File: config.mk
export PLATFORM = sky130hd
export DESIGN_NAME = pin_verifier
export DESIGN_NICKNAME = d
export VERILOG_FILES = /design/src/rtl/pin_verifier.sv
export SDC_FILE = /design/constraint.sdc
export NUM_CORES = 1
export LEC_CHECK = 0
export ABC_AREA = 1
export CORE_MARGIN = 3
export CORE_UTILIZATION = 39
export DETAILED_ROUTE_END_ITERATION = 6
export PLACE_DENSITY_LB_ADDON = 0.15
export SKIP_LAST_GASP = 1
export SLEW_MARGIN = 20
export SYNTH_ARGS = -nofsm -noshare
export SYNTH_HDL_FRONTEND = slang
export SYNTH_SLANG_ARGS = --single-unit
File: constraint.sdc
create_clock -name clk -period 3.4 [get_ports clk]
set_clock_uncertainty 0.2 [all_clocks]
set_input_delay 0.85 -clock clk [delete_from_list [all_inputs] [get_ports clk]]
set_output_delay 0.85 -clock clk [all_outputs]
set_load 0.02 [all_outputs]
File: src/rtl/pin_verifier.sv
`default_nettype none
// =============================================================================
// pin_verifier : per-user PIN check against an external 1-cycle ROM, with
//                consecutive-failure lockout.        Revision 1.0
// =============================================================================
module pin_verifier #(
  parameter  int DIGITS      = 6,
  parameter  int DIGIT_W     = 4,
  parameter  int ID_W        = 3,
  parameter  int MAX_TRIES   = 3,
  parameter  int LOCK_CYCLES = 1000,
  localparam int IDX_W       = $clog2(DIGITS),
  localparam int ADDR_W      = ID_W + IDX_W,
  localparam int TRIES_W     = $clog2(MAX_TRIES + 1)
) (
  input  logic               clk,
  input  logic               rst,
  input  logic               start,
  input  logic [ID_W-1:0]    user_id,
  input  logic               digit_valid,
  input  logic [DIGIT_W-1:0] digit_in,
  input  logic               abort,
  output logic [ADDR_W-1:0]  rom_addr,
  input  logic [DIGIT_W-1:0] rom_data,
  output logic               ready,
  output logic               logged_in,
  output logic               locked,
  output logic [DIGITS-1:0]  progress,
  output logic               fail_pulse,
  output logic [TRIES_W-1:0] tries
);

  localparam int                 LOCK_W    = (LOCK_CYCLES > 1) ? $clog2(LOCK_CYCLES) : 1;
  localparam logic [IDX_W-1:0]   LAST_IDX  = IDX_W'(DIGITS - 1);
  localparam logic [TRIES_W-1:0] TRIES_MAX = TRIES_W'(MAX_TRIES);
  localparam logic [LOCK_W-1:0]  LOCK_LOAD = LOCK_W'(LOCK_CYCLES - 1);

  typedef enum logic [2:0] {
    IDLE    = 3'd0,
    FETCH   = 3'd1,
    WAIT    = 3'd2,
    GRANT   = 3'd3,
    LOCKOUT = 3'd4
  } state_t;

  state_t              state;
  logic [ID_W-1:0]     uid;
  logic [IDX_W-1:0]    idx;
  logic [LOCK_W-1:0]   lock_cnt;
  logic [TRIES_W-1:0]  tries_inc;

  // Address is a pure concatenation of registers, so it is stable from FETCH through WAIT.
  assign rom_addr  = {uid, idx};
  assign tries_inc = (tries == TRIES_MAX) ? tries : tries + TRIES_W'(1);

  always_ff @(posedge clk or negedge rst) begin
    if (!rst) begin
      state      <= IDLE;
      uid        <= '0;
      idx        <= '0;
      lock_cnt   <= '0;
      tries      <= '0;
      ready      <= 1'b0;
      logged_in  <= 1'b0;
      locked     <= 1'b0;
      progress   <= '0;
      fail_pulse <= 1'b0;
    end else begin
      fail_pulse <= 1'b0;
      unique case (state)
        IDLE: begin
          if (abort) begin
            progress <= '0;
            idx      <= '0;
          end else if (start) begin
            uid      <= user_id;
            idx      <= '0;
            progress <= '0;
            state    <= FETCH;
          end
        end
        FETCH: begin
          if (abort) begin
            progress <= '0;
            idx      <= '0;
            state    <= IDLE;
          end else begin
            ready <= 1'b1;
            state <= WAIT;
          end
        end
        WAIT: begin
          if (abort) begin
            ready    <= 1'b0;
            progress <= '0;
            idx      <= '0;
            state    <= IDLE;
          end else if (digit_valid) begin
            ready <= 1'b0;
            if (digit_in == rom_data) begin
              progress[idx] <= 1'b1;
              if (idx == LAST_IDX) begin
                logged_in <= 1'b1;
                tries     <= '0;
                state     <= GRANT;
              end else begin
                idx   <= idx + IDX_W'(1);
                state <= FETCH;
              end
            end else begin
              fail_pulse <= 1'b1;
              progress   <= '0;
              idx        <= '0;
              tries      <= tries_inc;
              if (tries_inc == TRIES_MAX) begin
                locked   <= 1'b1;
                lock_cnt <= LOCK_LOAD;
                state    <= LOCKOUT;
              end else begin
                state <= FETCH;
              end
            end
          end
        end
        GRANT: begin
          if (abort) begin
            logged_in <= 1'b0;
            progress  <= '0;
            idx       <= '0;
            state     <= IDLE;
          end
        end
        LOCKOUT: begin
          // Loaded with LOCK_CYCLES-1 so the state spans exactly LOCK_CYCLES cycles.
          if (lock_cnt == '0) begin
            locked <= 1'b0;
            tries  <= '0;
            state  <= IDLE;
          end else begin
            lock_cnt <= lock_cnt - LOCK_W'(1);
          end
        end
        default: state <= IDLE;
      endcase
    end
  end

endmodule
`default_nettype wire

==> results.py, run 1 <==
metrics = {
    "status": {
        "status": "finished, final reports clean",
    },
    "routing": {
        "firstDrtPassIters": 4,
        "ant_nets": 0,
        "drc": 0,
        "routed_wl_mm": 4.37,
        "drt_iter0_markers": 120,
        "wl_per_cell_microns": 11.8,
        "viasPerCell": 4.93,
        "vias": 1829,
    },
    "synthesis": {
        "yosys-top-cells-area": "dfrtp_1 (40%), nand2_1 (16%), inv_1 (6.8%)",
        "postSynthCellCount": 266,
        "synth_top_area_cell": "dfrtp_1",
        "synth_edf_count": 0,
        "yosys.area.top_type_share_pct": 40.1,
        "yosys-top-cells-count": "nand2_1 (80), inv_1 (35), dfrtp_1 (31), nand3_1 (23)",
        "synth_most_common_cell": "nand2_1",
        "syn_nets": 285,
        "ys_seq_area_share_pct": 40.1,
        "ys_types": 27,
        "syn_avg_cell_area_sq_um": 7.27,
        "synth_warnings": 0,
        "ys.flop_type": "dfrtp_1",
        "syn_area_sq_um": 1930,
        "async_flop_share_pct": 100,
        "synth-seq-cells": 31,
    },
    "power_and_ir_drop": {
        "switching_share_pct": 43.5,
        "cellLeakagePower_nw": 1.21,
        "totalPowerFinal_w": 0.00167,
        "intPower_w": 0.000941,
        "power_frac_seq_pct": 35.4,
        "p_comb_share_pct": 47.3,
        "p_sw_w": 0.000726,
        "cellPowerDensity_nw_per_um2": 684,
        "vdd_drop_max_uv": 502,
        "power.share.clock_pct": 17.3,
    },
    "placement": {
        "globalplace.congestion": 0.843,
        "io_buffers": 33,
        "hpwl_mm": 3.40,
    },
    "floorplan": {
        "io_pins": 34,
        "placement_rows": 24,
        "start_util_pct": 42.4,
        "core_sq_um": 4560,
        "die_h_microns": 76.4,
        "die_w_microns": 76.4,
        "dieArea_sq_um": 5840,
    },
    "sta": {
        "finalHoldViolCount": 0,
        "period_needed_ns": 2.48,
        "fmax_ghz": 0.404,
        "relSlewSlack_pct": 73.5,
        "slew_violations": 0,
        "rsz0062_at_grt": "false",
        "worst_pin_slew_ns": 0.398,
        "setup_tns_ns": 0,
        "fin_crit_sh_pct": 72.8,
        "finalSetupViolCount": 0,
        "whs_ns": 0.277,
    },
    "global_routing": {
        "grt_overflow_total": 0,
        "grt_use_total_pct": 16.4,
        "grt_max_degree": 32,
        "grt_antenna_before_repair": 0,
        "grt_pass1_vias": 1744,
        "grt_pass1_wl_mm": 7.85,
    },
    "clock_tree": {
        "cts_resized": 0,
        "cts.htree.levels": 2,
        "clkSinkCount": 31,
        "cts_tree": "built",
        "cts_buffers": 5,
        "cts_setup_buffers": 0,
        "clk_pin_slew_ns": 0.07,
        "insertion_delay_ns": 0.28,
        "ctsRootBufferMaster": "clkbuf_8",
        "clk_path_buf_depth": 2,
        "holdBufCountCts": 0,
    },
    "finish": {
        "num-nets-final": 325,
        "final_util_pct": 53.4,
        "drive_above_1_share_pct": 12.1,
        "syn2layout_area_growth_pct": 25.9,
        "diodes": 0,
    },
    "critical_path": {
        "worst_setup_path_end_kind": "output port",
        "path_cells": "clkdlybuf4s50_1",
        "crit_buf_inv": 1,
        "arrival_ns": 1.43,
        "path_delay_family": "buffers and inverters",
        "slowest_delay_ns": 0.66,
        "cpMaxStageDelayCell": "clkdlybuf4s50_1",
        "start_kind": "register",
        "cp.required_ns": 2.35,
        "critical_path_class": "reg2out",
        "worstPathMaxFanout": 8,
    },
    "hold_path": {
        "hold_class": "reg2reg",
    },
    "run": {
        "max_cap_viol_count": 0,
    },
}
## cell families (layout without fill, tap and decap cells)
family | after synthesis | in the layout | synth area share [%]
and+or+nand+nor | 162 | 162 | 40.5
muxes | 3 | 3 | 1.75
AOI/OAI and AO/OA | 22 | 22 | 6.40
buffers and inverters | 43 | 83 | 8.41
xor gates and xnor gates | 2 | 2 | 0.906
DFF | 31 | 31 | 40.1
adders and majority gates | 3 | 3 | 1.94
## cell usage in the layout (no fill, tap or decap), types with 2 or more instances in the layout
cell and n:
nand2_1 80, inv_1 35, clkdlybuf4s50_1 33, dfrtp_1 31, nand3_1 23, nor2_1 18, nand4_1 18, a21oi_1 10
inv_2 7, nor2_2 6, clkbuf_8 6, nand2_2 4, o21ai_0 4, nor2_4 3, mux2_2 3, o21ai_1 3
ha_1 3, nand2_4 2, nor3_1 2, xor2_1 2, nand3_2 2, nand3b_1 2, o211ai_1 2
## area by class of cell
| class | count | area (sq um) |
|---|---|---|
| Clock buffer | 6 | 82.6 |
| Clock inverter | 1 | 5.00 |
| Fill cell | 473 | 2130 |
| Inverter | 42 | 158 |
| Multi-Input combinational cell | 192 | 996 |
| Sequential cell | 31 | 776 |
| Tap cell | 65 | 81.3 |
| Timing Repair Buffer | 34 | 338 |
## per-layer routing
layer / part of all wire [%] / up-vias / track usage [%]
met5: 0 / - / 0
li1: - / 947 / -
met1: 50 / 831 / 23.1
met3: 5.4 / 4 / 3.66
met4: 0.75 / 0 / 4.35
met2: 44 / 47 / 25.1
## power groups by stage
stage               Clock, W  Combinational [W]  Sequential (W)
floorplan                  0           0.000499        0.000634
global placement           0           0.000774        0.000597
detailed placement         0           0.000787        0.000595
CTS                 0.000298           0.000792        0.000591
global route        0.000319           0.000889        0.000611
finish              0.000288           0.000788        0.000590
## state kept, by name, indices dropped and copies added (netlist names)
| name | flops |
|---|---|
| uid | 3 |
| fail_pulse | 1 |
| progress | 6 |
| tries | 2 |
| ready | 1 |
| lock_cnt | 10 |
| idx | 3 |
| locked | 1 |
| logged_in | 1 |
| state | 3 |
## worst reg2reg max path, cell delays in order (launching register included)
cell and delay [ns]:
dfrtp_1 0.39, inv_1 0.11, ha_1 0.25, nand2_1 0.11
nor2_2 0.20, nand3_2 0.14, nand2_1 0.14, nand2_1 0.08
or2_1 0.22, nand2_1 0.07
## path summary, 6_finish.rpt
check,from,endpoint,slack [ns],depth (start not counted)
max in group asynchronous,rst,lock_cnt[3],1.94,2
hold reg to reg,lock_cnt[1],lock_cnt[1],0.28,2
min in group asynchronous,rst,progress[5],0.77,2
setup reg to reg,lock_cnt[0],locked,1.43,9
setup / recovery,idx[0],rom_addr[0],0.92,1
hold / removal,lock_cnt[1],lock_cnt[1],0.28,2
## stage by stage
stage	area, sq um	worst slack [ns]	std cells
3_5_place_dp	2350	0.707	364
6_report	2440	0.925	371
2_1_floorplan	1930	1.37	266
3_3_place_gp	2350	0.768	364
4_1_cts	2440	0.908	371
5_1_grt	2440	0.799	371
Power figures use the tool's default switching activity.
==> run 2: changes to the inputs <==
==> constraint.sdc (replaced) <==
create_clock -name clk -period 2 [get_ports clk]
set_clock_uncertainty 0.2 [all_clocks]
set_input_delay 0.5 -clock clk [delete_from_list [all_inputs] [get_ports clk]]
set_output_delay 0.5 -clock clk [all_outputs]
set_load 0.02 [all_outputs]
==> run 2 against run 1 <==
Flip-flop and latch count unchanged; critical path depth unchanged; design area rose by 7.2%; critical path type unchanged; largest cell class unchanged; highest routed layer unchanged.
==> results.py, run 2 (same netlist as run 1, synthesis figures left out) <==
metrics = {
    "status": {
        "status": "finished, final reports clean",
    },
    "global_routing": {
        "grt_pass1_wl_mm": 8.36,
        "grt_max_degree": 32,
        "grt_pass1_vias": 1871,
        "grt_use_total_pct": 17.3,
        "grt_overflow_total": 0,
        "grt_antenna_before_repair": 0,
    },
    "critical_path": {
        "worstPathMaxFanout": 2,
        "reg2reg_slack_ns": 0.16,
        "path_delay_family": "buffers and inverters",
        "slowest_delay_ns": 0.62,
        "start_kind": "register",
        "critical_path_class": "reg2out",
        "path_cells": "clkdlybuf4s50_1",
        "worst_setup_path_end_kind": "output port",
        "cp.required_ns": 1.30,
        "cpMaxStageDelayCell": "clkdlybuf4s50_1",
        "crit_buf_inv": 1,
        "arrival_ns": 1.25,
    },
    "clock_tree": {
        "cts_setup_buffers": 0,
        "clk_pin_slew_ns": 0.07,
        "cts.htree.levels": 2,
        "clkSinkCount": 31,
        "cts_tree": "built",
        "clk_path_buf_depth": 2,
        "ctsRootBufferMaster": "clkbuf_8",
        "cts_buffers": 5,
        "insertion_delay_ns": 0.28,
        "holdBufCountCts": 0,
    },
    "finish": {
        "final_cell_mix": "nand2_1 (79), inv_1 (35), dfrtp_1 (31), clkdlybuf4s50_1 (29), buf_4 (23)",
        "largest_register_ffs": 10,
        "num-nets-final": 347,
        "top_register": "lock_cnt",
        "final_common_cell": "nand2_1",
        "reg_top3": "lock_cnt: 10 flops, progress: 6 flops",
        "drive_above_1_share_pct": 18.6,
        "final_util_pct": 57.2,
        "fin_area_sq_um": 2610,
        "syn2layout_area_growth_pct": 35.1,
        "fin_cells": 393,
        "fillers": 444,
        "diodes": 0,
    },
    "placement": {
        "io_buffers": 33,
        "dp.cells": 386,
        "globalplace.congestion": 0.912,
        "hpwl_mm": 3.71,
        "dpl_cell_area_sq_um": 2510,
    },
    "sta": {
        "worst_pin_slew_ns": 0.400,
        "fin_crit_sh_pct": 97.4,
        "fmax_ghz": 0.513,
        "finalSetupViolCount": 0,
        "whs_ns": 0.281,
        "slew_violations": 0,
        "period_needed_ns": 1.95,
        "setup_tns_ns": 0,
        "finalHoldViolCount": 0,
        "rsz0062_at_grt": "true",
        "relSlewSlack_pct": 73.4,
    },
    "routing": {
        "viasPerCell": 4.83,
        "wl_per_cell_microns": 12.1,
        "routed_wl_mm": 4.75,
        "drt_iter0_markers": 100,
        "drc": 0,
        "ant_nets": 0,
        "firstDrtPassIters": 4,
        "vias": 1897,
    },
    "floorplan": {
        "placement_rows": 24,
        "io_pins": 34,
        "dieArea_sq_um": 5840,
        "start_util_pct": 42.4,
        "die_w_microns": 76.4,
        "die_h_microns": 76.4,
        "core_sq_um": 4560,
    },
    "power_and_ir_drop": {
        "cellPowerDensity_nw_per_um2": 1150,
        "vdd_drop_max_uv": 702,
        "cellLeakagePower_nw": 1.34,
    },
    "run": {
        "max_cap_viol_count": 0,
    },
    "hold_path": {
        "hold_class": "reg2reg",
    },
}
run 2: where the power goes:
group	switching (W)	internal (W)
registers	0.000168	0.000823
logic	0.000895	0.000621
clock network	0.000228	0.000270
total	0.00129	0.00171
run 2: final cells by class:
cell class	count	area, sq um	area share (%)
Multi-Input combinational cell	192	1010	38.6
Sequential cell	31	776	29.7
Timing Repair Buffer	56	502	19.2
Inverter	42	158	6.03
Clock buffer	6	82.6	3.16
Tap cell	65	81.3	3.11
Clock inverter	1	5.00	0.192
run 2: repair_timing:
| action | in CTS | in global routing |
|---|---|---|
| setup endpoints to repair | 3 | 17 |
| resized for setup | 3 | 4 |
| pin swaps | 0 | 4 |
| gates cloned | 0 | 0 |
run 2: worst paths after layout:
path,startpoint,to,cells past startpoint
worst min-delay path,locked,locked,2
min in group asynchronous,rst,idx[2],2
worst min register to register,locked,locked,2
worst max-delay path,locked,locked,1
max in group asynchronous,rst,lock_cnt[5],2
worst max register to register,lock_cnt[0],state[1],10
run 2: worst register-to-register path, cell delays in order (launching register included):
cell and delay, ns:
dfrtp_1 0.38, inv_1 0.08, ha_1 0.25, nand2_1 0.11, nor2_2 0.12, nand3_2 0.12
nand2_1 0.14, nand2_1 0.09, buf_4 0.14, nand2_1 0.05, nand2_1 0.05
run 2: through the flow:
stage	worst slack [ns]	power [W]
4_1_cts	0.0339	0.00301
3_5_place_dp	-0.244	0.00250
6_report	0.0525	0.00300
3_3_place_gp	-0.209	0.00249
2_1_floorplan	0.290	0.00193
5_1_grt	-0.00270	0.00326
run 2: layer usage:
| layer | vias up | global-route usage [%] | wire length, microns |
|---|---|---|---|
| li1 | 984 | - | - |
| met1 | 864 | 24.2 | 2400 |
| met2 | 47 | 27.1 | 2110 |
| met3 | 2 | 4.14 | 227 |
| met4 | 0 | 3.99 | 13 |
| met5 | - | 0 | 0 |
==> run 3: changes to the inputs <==
--- a/config.mk
+++ b/config.mk
@@ -6,7 +6,6 @@
 export NUM_CORES = 1
 export LEC_CHECK = 0
 export ABC_AREA = 1
-export CORE_MARGIN = 3
 export CORE_UTILIZATION = 39
 export DETAILED_ROUTE_END_ITERATION = 6
 export PLACE_DENSITY_LB_ADDON = 0.15
==> run 3 against run 2 <==
Combinational power about the same; critical endpoint is now progress[2]; utilization down 1.6 points; die area fell by 10%; sequential share of layout area is 0.35 points lower; register-to-register slack hardly changed; clock power shrank 2%; non-clock buffer count down 2; largest cell class unchanged; sequential power about the same; first-iteration DRC count shrank 9.0%; largest power group unchanged; design area increased by 1.2%; fmax rose by 0.18%; via count grew 0.69%.
==> results.py, run 3 (same netlist as run 1, synthesis figures left out) <==
metrics = {
    "clock_tree": {
        "clkSinkCount": 31,
        "cts.htree.levels": 2,
        "cts_tree": "built",
        "ctsRootBufferMaster": "clkbuf_8",
        "cts_buffers": 5,
        "holdBufCountCts": 0,
        "clk_pin_slew_ns": 0.06,
        "insertion_delay_ns": 0.28,
        "clk_path_buf_depth": 2,
    },
    "hold_path": {
        "min_to": "logged_in",
        "min_from": "logged_in",
        "hold_class": "reg2reg",
        "min_path_cells": 2,
    },
    "floorplan": {
        "placement_rows": 25,
        "die_w_microns": 72.4,
        "die_h_microns": 72.4,
        "dieArea_sq_um": 5250,
        "io_pins": 34,
        "start_util_pct": 40.7,
        "core_sq_um": 4750,
    },
    "routing": {
        "drt_iter0_markers": 91,
        "firstDrtPassIters": 4,
        "drc": 0,
        "routed_wl_mm": 4.57,
        "ant_nets": 0,
        "wl_per_cell_microns": 11.6,
        "vias": 1910,
        "viasPerCell": 4.85,
    },
    "sta": {
        "setup_tns_ns": 0,
        "period_needed_ns": 1.94,
        "relSlewSlack_pct": 73.8,
        "finalSetupViolCount": 0,
        "worst_pin_slew_ns": 0.393,
        "slew_violations": 0,
        "fmax_ghz": 0.514,
        "finalHoldViolCount": 0,
        "whs_ns": 0.269,
        "fin_crit_sh_pct": 97.2,
    },
    "power_and_ir_drop": {
        "cellPowerDensity_nw_per_um2": 1140,
        "cellLeakagePower_nw": 1.36,
        "p_sw_w": 0.00128,
        "vdd_drop_max_uv": 612,
        "power.share.clock_pct": 16.3,
        "power_frac_seq_pct": 32.9,
        "switching_share_pct": 42.7,
        "intPower_w": 0.00172,
        "p_comb_share_pct": 50.8,
    },
    "critical_path": {
        "path_delay_family": "buffers and inverters",
        "worstPathMaxFanout": 2,
        "worst_setup_path_end_kind": "output port",
        "path_cells": "clkdlybuf4s50_1",
        "worstReg2RegEnd": "locked",
        "reg2reg_from": "lock_cnt[0]",
        "reg2reg_slack_ns": 0.16,
        "cp.required_ns": 1.30,
        "cpMaxStageDelayCell": "clkdlybuf4s50_1",
        "start_kind": "register",
        "crit_buf_inv": 1,
        "slowest_delay_ns": 0.60,
        "worstSetupStartpoint": "progress[2]",
        "arrival_ns": 1.24,
        "critical_path_class": "reg2out",
        "reg2regPathDepth": 9,
    },
    "placement": {
        "dp.cells": 384,
        "globalplace.congestion": 0.850,
        "hpwl_mm": 3.48,
        "io_buffers": 33,
        "dpl_cell_area_sq_um": 2490,
    },
    "finish": {
        "diodes": 0,
        "reg_top3": "lock_cnt: 10 flops, progress: 6 flops",
        "fin_cells": 394,
        "syn2layout_area_growth_pct": 36.7,
        "final_cell_mix": "nand2_1 (78), inv_1 (35), dfrtp_1 (31), clkdlybuf4s50_1 (29), nand3_1 (22)",
        "fin_area_sq_um": 2640,
        "drive_above_1_share_pct": 19.0,
        "top_register": "lock_cnt",
        "num-nets-final": 346,
        "final_common_cell": "nand2_1",
        "largest_register_ffs": 10,
    },
    "global_routing": {
        "grt_use_total_pct": 19.3,
        "grt_max_degree": 32,
        "grt_pass1_vias": 1742,
        "grt_pass1_wl_mm": 7.76,
        "grt_antenna_before_repair": 0,
        "grt_overflow_total": 0,
    },
    "run": {
        "max_cap_viol_count": 0,
    },
    "status": {
        "status": "finished, final reports clean",
    },
}
[run 3: changes by cell type in the layout (fill, tap and decap cells not counted), sizes merged]
cell / delta
dlymetal6s2s: +1
buf: -2
dlygate4sd2: -1
nand3: +1
[run 3: tightest hold or removal path: cells and delay by family, from the launching register on]
| kind | cells | cell delay (ns) |
|---|---|---|
| flops | 1 | 0.34 |
| simple gates | 2 | 0.10 |
[run 3: how the worst max path moves through the flow]
| stage | slack, ns | cells past startpoint | end |
|---|---|---|---|
| 2_1_floorplan | 0.29 | 9 | locked |
| 3_3_place_gp | -0.23 | 10 | lock_cnt[9] |
| 3_5_place_dp | -0.28 | 10 | lock_cnt[4] |
| 4_1_cts | 0.02 | 1 | rom_addr[0] |
| 5_1_grt | -0.0009 | 11 | lock_cnt[6] |
| 6_report | 0.06 | 1 | progress[2] |
[run 3: timing repair]
action,in CTS,in global routing
gates resized for setup,2,9
cloned,0,1
pin swaps,0,2
setup endpoints to repair,2,16
buffers inserted,0,2
[run 3: layer usage]
layer	track usage, %	share of wire, %	up-vias
met5	0	0	-
met4	7.84	1.5	0
met3	4.58	5.4	7
met2	28.9	45	60
met1	26.6	48	856
li1	-	-	987
[run 3: stage by stage]
step | utilization (%) | setup slack (ns) | total power (W)
after floorplan | - | 0.290 | 0.00193
final | 55.6 | 0.0559 | 0.00300
after global placement | 52.3 | -0.231 | 0.00244
after global routing | 55.6 | -0.000900 | 0.00326
after CTS | 54.1 | 0.0204 | 0.00297
after detailed placement | 52.3 | -0.278 | 0.00246
[run 3: final cells by class]
type | count | area, sq um
multi-input cells | 193 | 1040
flip-flops and latches | 31 | 776
fillers | 495 | 2110
clock buffers | 6 | 82.6
repair buffers | 54 | 503
clock inverters | 1 | 5.00
inverters | 42 | 158
well taps | 67 | 83.8
[run 3: power by group through the flow]
stage	registers [W]	logic [W]	clock network, W
4_1_cts	0.000987	0.00146	0.000516
2_1_floorplan	0.00108	0.000848	0
3_5_place_dp	0.000998	0.00146	0
6_report	0.000988	0.00152	0.000490
3_3_place_gp	0.000994	0.00144	0
5_1_grt	0.00102	0.00169	0.000544
